### src/rtl/dataflow_deadlock_monitor.sv
// Deadlock monitor for N_PROC dataflow processes: waits for a stable non-zero wait-for
// matrix, then walks reachability from each origin and reports the first cycle found.
module dataflow_deadlock_monitor #(
   parameter int N_PROC       = 4,
   parameter int STALL_CYCLES = 16,
   parameter int CNT_W        = 16,
   localparam int IDX_W       = $clog2(N_PROC)
) (
   input  logic                       clock,
   input  logic                       reset,
   input  logic                       enable,
   input  logic                       clear,
   input  logic [N_PROC*N_PROC-1:0]   wait_vld,
   output logic                       dl_detect,
   output logic [IDX_W-1:0]           dl_origin,
   output logic [N_PROC-1:0]          dl_members,
   output logic                       scan_busy,
   output logic                       scan_clean
);

   typedef enum logic [1:0] {
      ST_IDLE,
      ST_LOAD,
      ST_HOP,
      ST_CHECK
   } state_t;

   state_t                     state_q, state_d;
   logic [N_PROC*N_PROC-1:0]   wait_q;
   logic [N_PROC*N_PROC-1:0]   snap_q, snap_d;
   logic [IDX_W-1:0]           org_q, org_d;
   logic [IDX_W-1:0]           hop_q, hop_d;
   logic [N_PROC-1:0]          reach_q, reach_d;
   logic [CNT_W-1:0]           stall_cnt_q, stall_cnt_d;
   logic                       dl_detect_q, dl_detect_d;
   logic [IDX_W-1:0]           dl_origin_q, dl_origin_d;
   logic [N_PROC-1:0]          dl_members_q, dl_members_d;
   logic                       scan_clean_q, scan_clean_d;
   logic [N_PROC-1:0]          hop_or;
   logic                       stable;
   logic                       abort;

   function automatic logic [N_PROC-1:0] row_of(input logic [N_PROC*N_PROC-1:0] m,
                                                input logic [IDX_W-1:0] i);
      return m[int'(i)*N_PROC +: N_PROC];
   endfunction

   // One hop: union of the rows of every process already reachable.
   always_comb begin
      hop_or = '0;
      for (int j = 0; j < N_PROC; j++) begin
         if (reach_q[j]) hop_or = hop_or | snap_q[j*N_PROC +: N_PROC];
      end
   end

   // Counting resumes only after the scan_clean pulse cycle, so a clean re-scan
   // of an unchanged matrix sits one full stall window plus one cycle behind.
   assign stable = (wait_vld != '0) && (wait_vld == wait_q) && !scan_clean_q;
   assign abort  = (wait_vld != snap_q);

   always_comb begin
      state_d      = state_q;
      snap_d       = snap_q;
      org_d        = org_q;
      hop_d        = hop_q;
      reach_d      = reach_q;
      stall_cnt_d  = stall_cnt_q;
      dl_detect_d  = dl_detect_q;
      dl_origin_d  = dl_origin_q;
      dl_members_d = dl_members_q;
      scan_clean_d = 1'b0;

      if (clear) begin
         state_d      = ST_IDLE;
         stall_cnt_d  = '0;
         dl_detect_d  = 1'b0;
         dl_origin_d  = '0;
         dl_members_d = '0;
      end else if (!enable) begin
         state_d     = ST_IDLE;
         stall_cnt_d = '0;
      end else begin
         case (state_q)
            ST_IDLE: begin
               if (!dl_detect_q) begin
                  if (stable) begin
                     if (stall_cnt_q == CNT_W'(STALL_CYCLES - 1)) begin
                        snap_d      = wait_vld;
                        org_d       = '0;
                        stall_cnt_d = '0;
                        state_d     = ST_LOAD;
                     end else begin
                        stall_cnt_d = stall_cnt_q + CNT_W'(1);
                     end
                  end else begin
                     stall_cnt_d = '0;
                  end
               end
            end
            ST_LOAD: begin
               if (abort) begin
                  state_d     = ST_IDLE;
                  stall_cnt_d = '0;
               end else begin
                  reach_d = row_of(snap_q, org_q);
                  hop_d   = IDX_W'(1);
                  state_d = ST_HOP;
               end
            end
            ST_HOP: begin
               if (abort) begin
                  state_d     = ST_IDLE;
                  stall_cnt_d = '0;
               end else begin
                  reach_d = reach_q | hop_or;
                  if (hop_q == IDX_W'(N_PROC - 1)) begin
                     state_d = ST_CHECK;
                  end else begin
                     hop_d = hop_q + IDX_W'(1);
                  end
               end
            end
            ST_CHECK: begin
               if (abort) begin
                  state_d     = ST_IDLE;
                  stall_cnt_d = '0;
               end else if (reach_q[org_q]) begin
                  dl_detect_d  = 1'b1;
                  dl_origin_d  = org_q;
                  dl_members_d = reach_q;
                  state_d      = ST_IDLE;
               end else if (org_q == IDX_W'(N_PROC - 1)) begin
                  scan_clean_d = 1'b1;
                  stall_cnt_d  = '0;
                  state_d      = ST_IDLE;
               end else begin
                  org_d   = org_q + IDX_W'(1);
                  state_d = ST_LOAD;
               end
            end
            default: begin
               state_d     = ST_IDLE;
               stall_cnt_d = '0;
            end
         endcase
      end
   end

   always_ff @(posedge clock) begin
      if (reset) begin
         state_q      <= ST_IDLE;
         wait_q       <= '0;
         snap_q       <= '0;
         org_q        <= '0;
         hop_q        <= '0;
         reach_q      <= '0;
         stall_cnt_q  <= '0;
         dl_detect_q  <= 1'b0;
         dl_origin_q  <= '0;
         dl_members_q <= '0;
         scan_clean_q <= 1'b0;
      end else begin
         state_q      <= state_d;
         wait_q       <= wait_vld;
         snap_q       <= snap_d;
         org_q        <= org_d;
         hop_q        <= hop_d;
         reach_q      <= reach_d;
         stall_cnt_q  <= stall_cnt_d;
         dl_detect_q  <= dl_detect_d;
         dl_origin_q  <= dl_origin_d;
         dl_members_q <= dl_members_d;
         scan_clean_q <= scan_clean_d;
      end
   end

   assign dl_detect  = dl_detect_q;
   assign dl_origin  = dl_origin_q;
   assign dl_members = dl_members_q;
   assign scan_busy  = (state_q != ST_IDLE);
   assign scan_clean = scan_clean_q;

endmodule
### config.mk
export PLATFORM = sky130hd
export DESIGN_NAME = dataflow_deadlock_monitor
export DESIGN_NICKNAME = d
export VERILOG_FILES = /design/src/rtl/dataflow_deadlock_monitor.sv
export SDC_FILE = /design/constraint.sdc
export NUM_CORES = 1
export LEC_CHECK = 0
export CAP_MARGIN = 30
export CORE_ASPECT_RATIO = 1.4
export CORE_MARGIN = 3
export CORE_UTILIZATION = 58
export CTS_CLUSTER_SIZE = 40
export DETAILED_ROUTE_END_ITERATION = 7
export PLACE_DENSITY = 0.85
export REMOVE_ABC_BUFFERS = 1
export SLEW_MARGIN = 5
export SYNTH_ARGS = -nofsm -noshare
export SYNTH_HDL_FRONTEND = slang
export SYNTH_SLANG_ARGS = --single-unit
export TNS_END_PERCENT = 5
### constraint.sdc
create_clock -name clock -period 3.08 [get_ports clock]
set_input_delay 0.616 -clock clock [delete_from_list [all_inputs] [get_ports clock]]
set_output_delay 0.616 -clock clock [all_outputs]
set_load 0.01 [all_outputs]
==> flow_summary.ini <==
[critical_path]
cp-start-kind = primary input
cp.required_ns = 3.34
cp_max_fo = 6
cp.arrival_ns = 3.04
end_kind = flop
path_class = in -> reg

[yosys]
yosys-mux-area-fraction_pct = 10.2
syn_inst = 377
syn_area_sq_mm = 0.00341
synth_top_family_by_area = simple AND/OR/NAND/NOR gates
avgSynthCellArea_sq_um = 9.04
ys.flop_type = dfxtp_1
synth_seq_cells = 66
synth-simple-area-share_pct = 24.3
ys_warn_count = 0
synthAdderAreaFrac_pct = 2.94
ys_seq_area_share_pct = 38.8
synth_compound_area_share_pct = 11.8
ys_async_sr_fraction_pct = 0
yosys.cell_types.count = 46
synth_edf_count = 0
synthXorXnorAreaFrac_pct = 8.23

[routing]
wl_um = 8600
viasPerCell = 6.25
ant_nets = 0
drc = 0
dr_total_vias = 3068
first_pass_iters = 7
drtIter0Drc = 210
drt-wirelength-per-cell_um = 17.5

[power]
ir_drop_mv = 0.320
power.density_mw_per_mm2 = 425
finalPower_mw = 1.71
p_leak_nw = 1.61

[die]
die_x_um = 70.8
dieArea_sq_mm = 0.00684
row_count = 32
die-height_um = 96.7
num_io_pins = 29
start_util_pct = 60.8
coreArea_sq_mm = 0.00561

[timing]
slew_viol_final = 0
finClkSkew_ns = 0.0143
setup_violations = 0
tightest_slew_ns = 0.617
rsz0062_at_grt = false
fmax_ghz = 0.360
fin_tns_setup_ns = 0
period_needed_ns = 2.77
relSlewSlack_pct = 58.5
period_share_pct = 90.1
finalHoldViolations = 0

[cells_and_area]
synthToLayoutAreaGrowth_pct = 18.3
antennaDiodeCount = 0
finalNonFillerCells = 491
layout.cells.most_common = dfxtp_1
num-nets-final = 448
most-common-layout-cells = dfxtp_1 (66), nor2_1 (38), xor2_1 (32)
final_core_util_pct = 71.9
fin_area_sq_mm = 0.00403
drive_above_1_share_pct = 9.22

[clock_tree]
ctsHoldBuffers = 0
clock-sinks = 66
clk_pin_slew_ns = 0.06
cts_setup_buffers = 0
clk_latency_ns = 0.35
cts_inserted_buffers = 9
cts_buffer_depth = 2
root_buffer = clkbuf_8
cts_tree = built
cts_max_level = 3
post_cts_resized = 0

[min_path]
hold_path.class = reg -> reg

[grt]
antenna_found_initial = 0
grt_pass1_vias = 3000
grt_max_degree = 42
grt.total_usage_pct = 26.0
grt_pass1_wl_um = 14200
grt_overflow_total = 0

[job]
drv_cap = 0

[outcome]
status = completed

[place]
dp_hpwl_um = 6130
finalWeightedCongestion = 0.877
dpl.cell_count = 477
port_buffers = 28
place_area_sq_mm = 0.00384
==> layer usage <==
layer	up-vias	GRT usage, %	wire length, um
met5	-	0	0
met4	0	12.3	326
met3	28	4.89	405
met2	114	46.2	4560
met1	1465	29.0	3300
li1	1461	-	-
==> sequential cells by signal (all words and copies together) (netlist names) <==
name / flops
state_q: 2
scan_clean: 1
hop_q: 2
dl_origin: 2
stall_cnt_q: 16
reach_q: 4
org_q: 2
dl_detect: 1
dl_members: 4
wait_q: 16
snap_q: 16
==> where the power goes <==
group	leakage, nW	switching, mW	internal [mW]
sequential	0.536	0.00482	0.864
clock	0.101	0.316	0.406
combinational	0.971	0.0634	0.0557
==> area by class of cell <==
cell class	count	area [sq um]
timing repair buffer	46	428
clock buffer	11	151
sequential	66	1320
tap	68	85.1
fill	424	1580
clock inverter	3	40.0
multi-input combinational	285	1960
inverter	12	45.0
==> worst max-delay path, cell delays in order <==
cell	delay [ns]
clkdlybuf4s50_1	0.55
xor2_1	0.20
nor4_1	0.31
nand4_1	0.32
buf_4	0.27
o22a_1	0.19
or4_1	0.42
a21oi_1	0.16
==> stage by stage <==
step | hold WS, ns | worst slack [ns]
2_1_floorplan | 0.435 | 0.573
3_3_place_gp | 0.452 | 0.0300
3_5_place_dp | 0.458 | 0.00297
4_1_cts | 0.478 | 0.329
5_1_grt | 0.506 | 0.200
6_report | 0.473 | 0.306
==> cell usage after synthesis, types with 3 or more instances <==
library cell | instances | share of area (%)
nor4_1 | 21 | 3.9
nor2_1 | 38 | 4.2
a21oi_1 | 12 | 1.8
o31ai_1 | 7 | 1.5
a22oi_1 | 4 | 0.88
nor2b_1 | 16 | 2.9
nand4_1 | 11 | 2.0
mux4_1 | 4 | 3.1
dfxtp_1 | 66 | 39
nand3_1 | 11 | 1.6
and3_1 | 4 | 0.73
xor2_1 | 32 | 8.2
o21ai_0 | 17 | 2.5
a211oi_1 | 5 | 1.1
o31a_1 | 4 | 1.0
clkbuf_1 | 9 | 0.99
o22a_1 | 3 | 0.77
inv_1 | 12 | 1.3
or3_1 | 7 | 1.3
ha_1 | 8 | 2.9
nand2b_1 | 4 | 0.73
nor3_1 | 10 | 1.5
mux2i_1 | 22 | 6.5
nand2_1 | 22 | 2.4
==> worst paths after layout <==
check,from,end,slack [ns],cells after the start
max,wait_vld[2],org_q[0],0.31,8
min,hop_q[1],hop_q[1],0.47,2
max reg2reg,org_q[0],org_q[0],0.58,5
min reg2reg,hop_q[1],hop_q[1],0.47,2
==> cell families after synthesis <==
family,after synthesis
AO/OA/AOI/OAI,61
XOR/XNOR,32
adder cells (fa/ha/maj),8
buffers and inverters,26
flip-flops,66
multiplexers,27
AND/OR/NAND/NOR,157
Note: power is estimated with default switching activity, not from simulation.
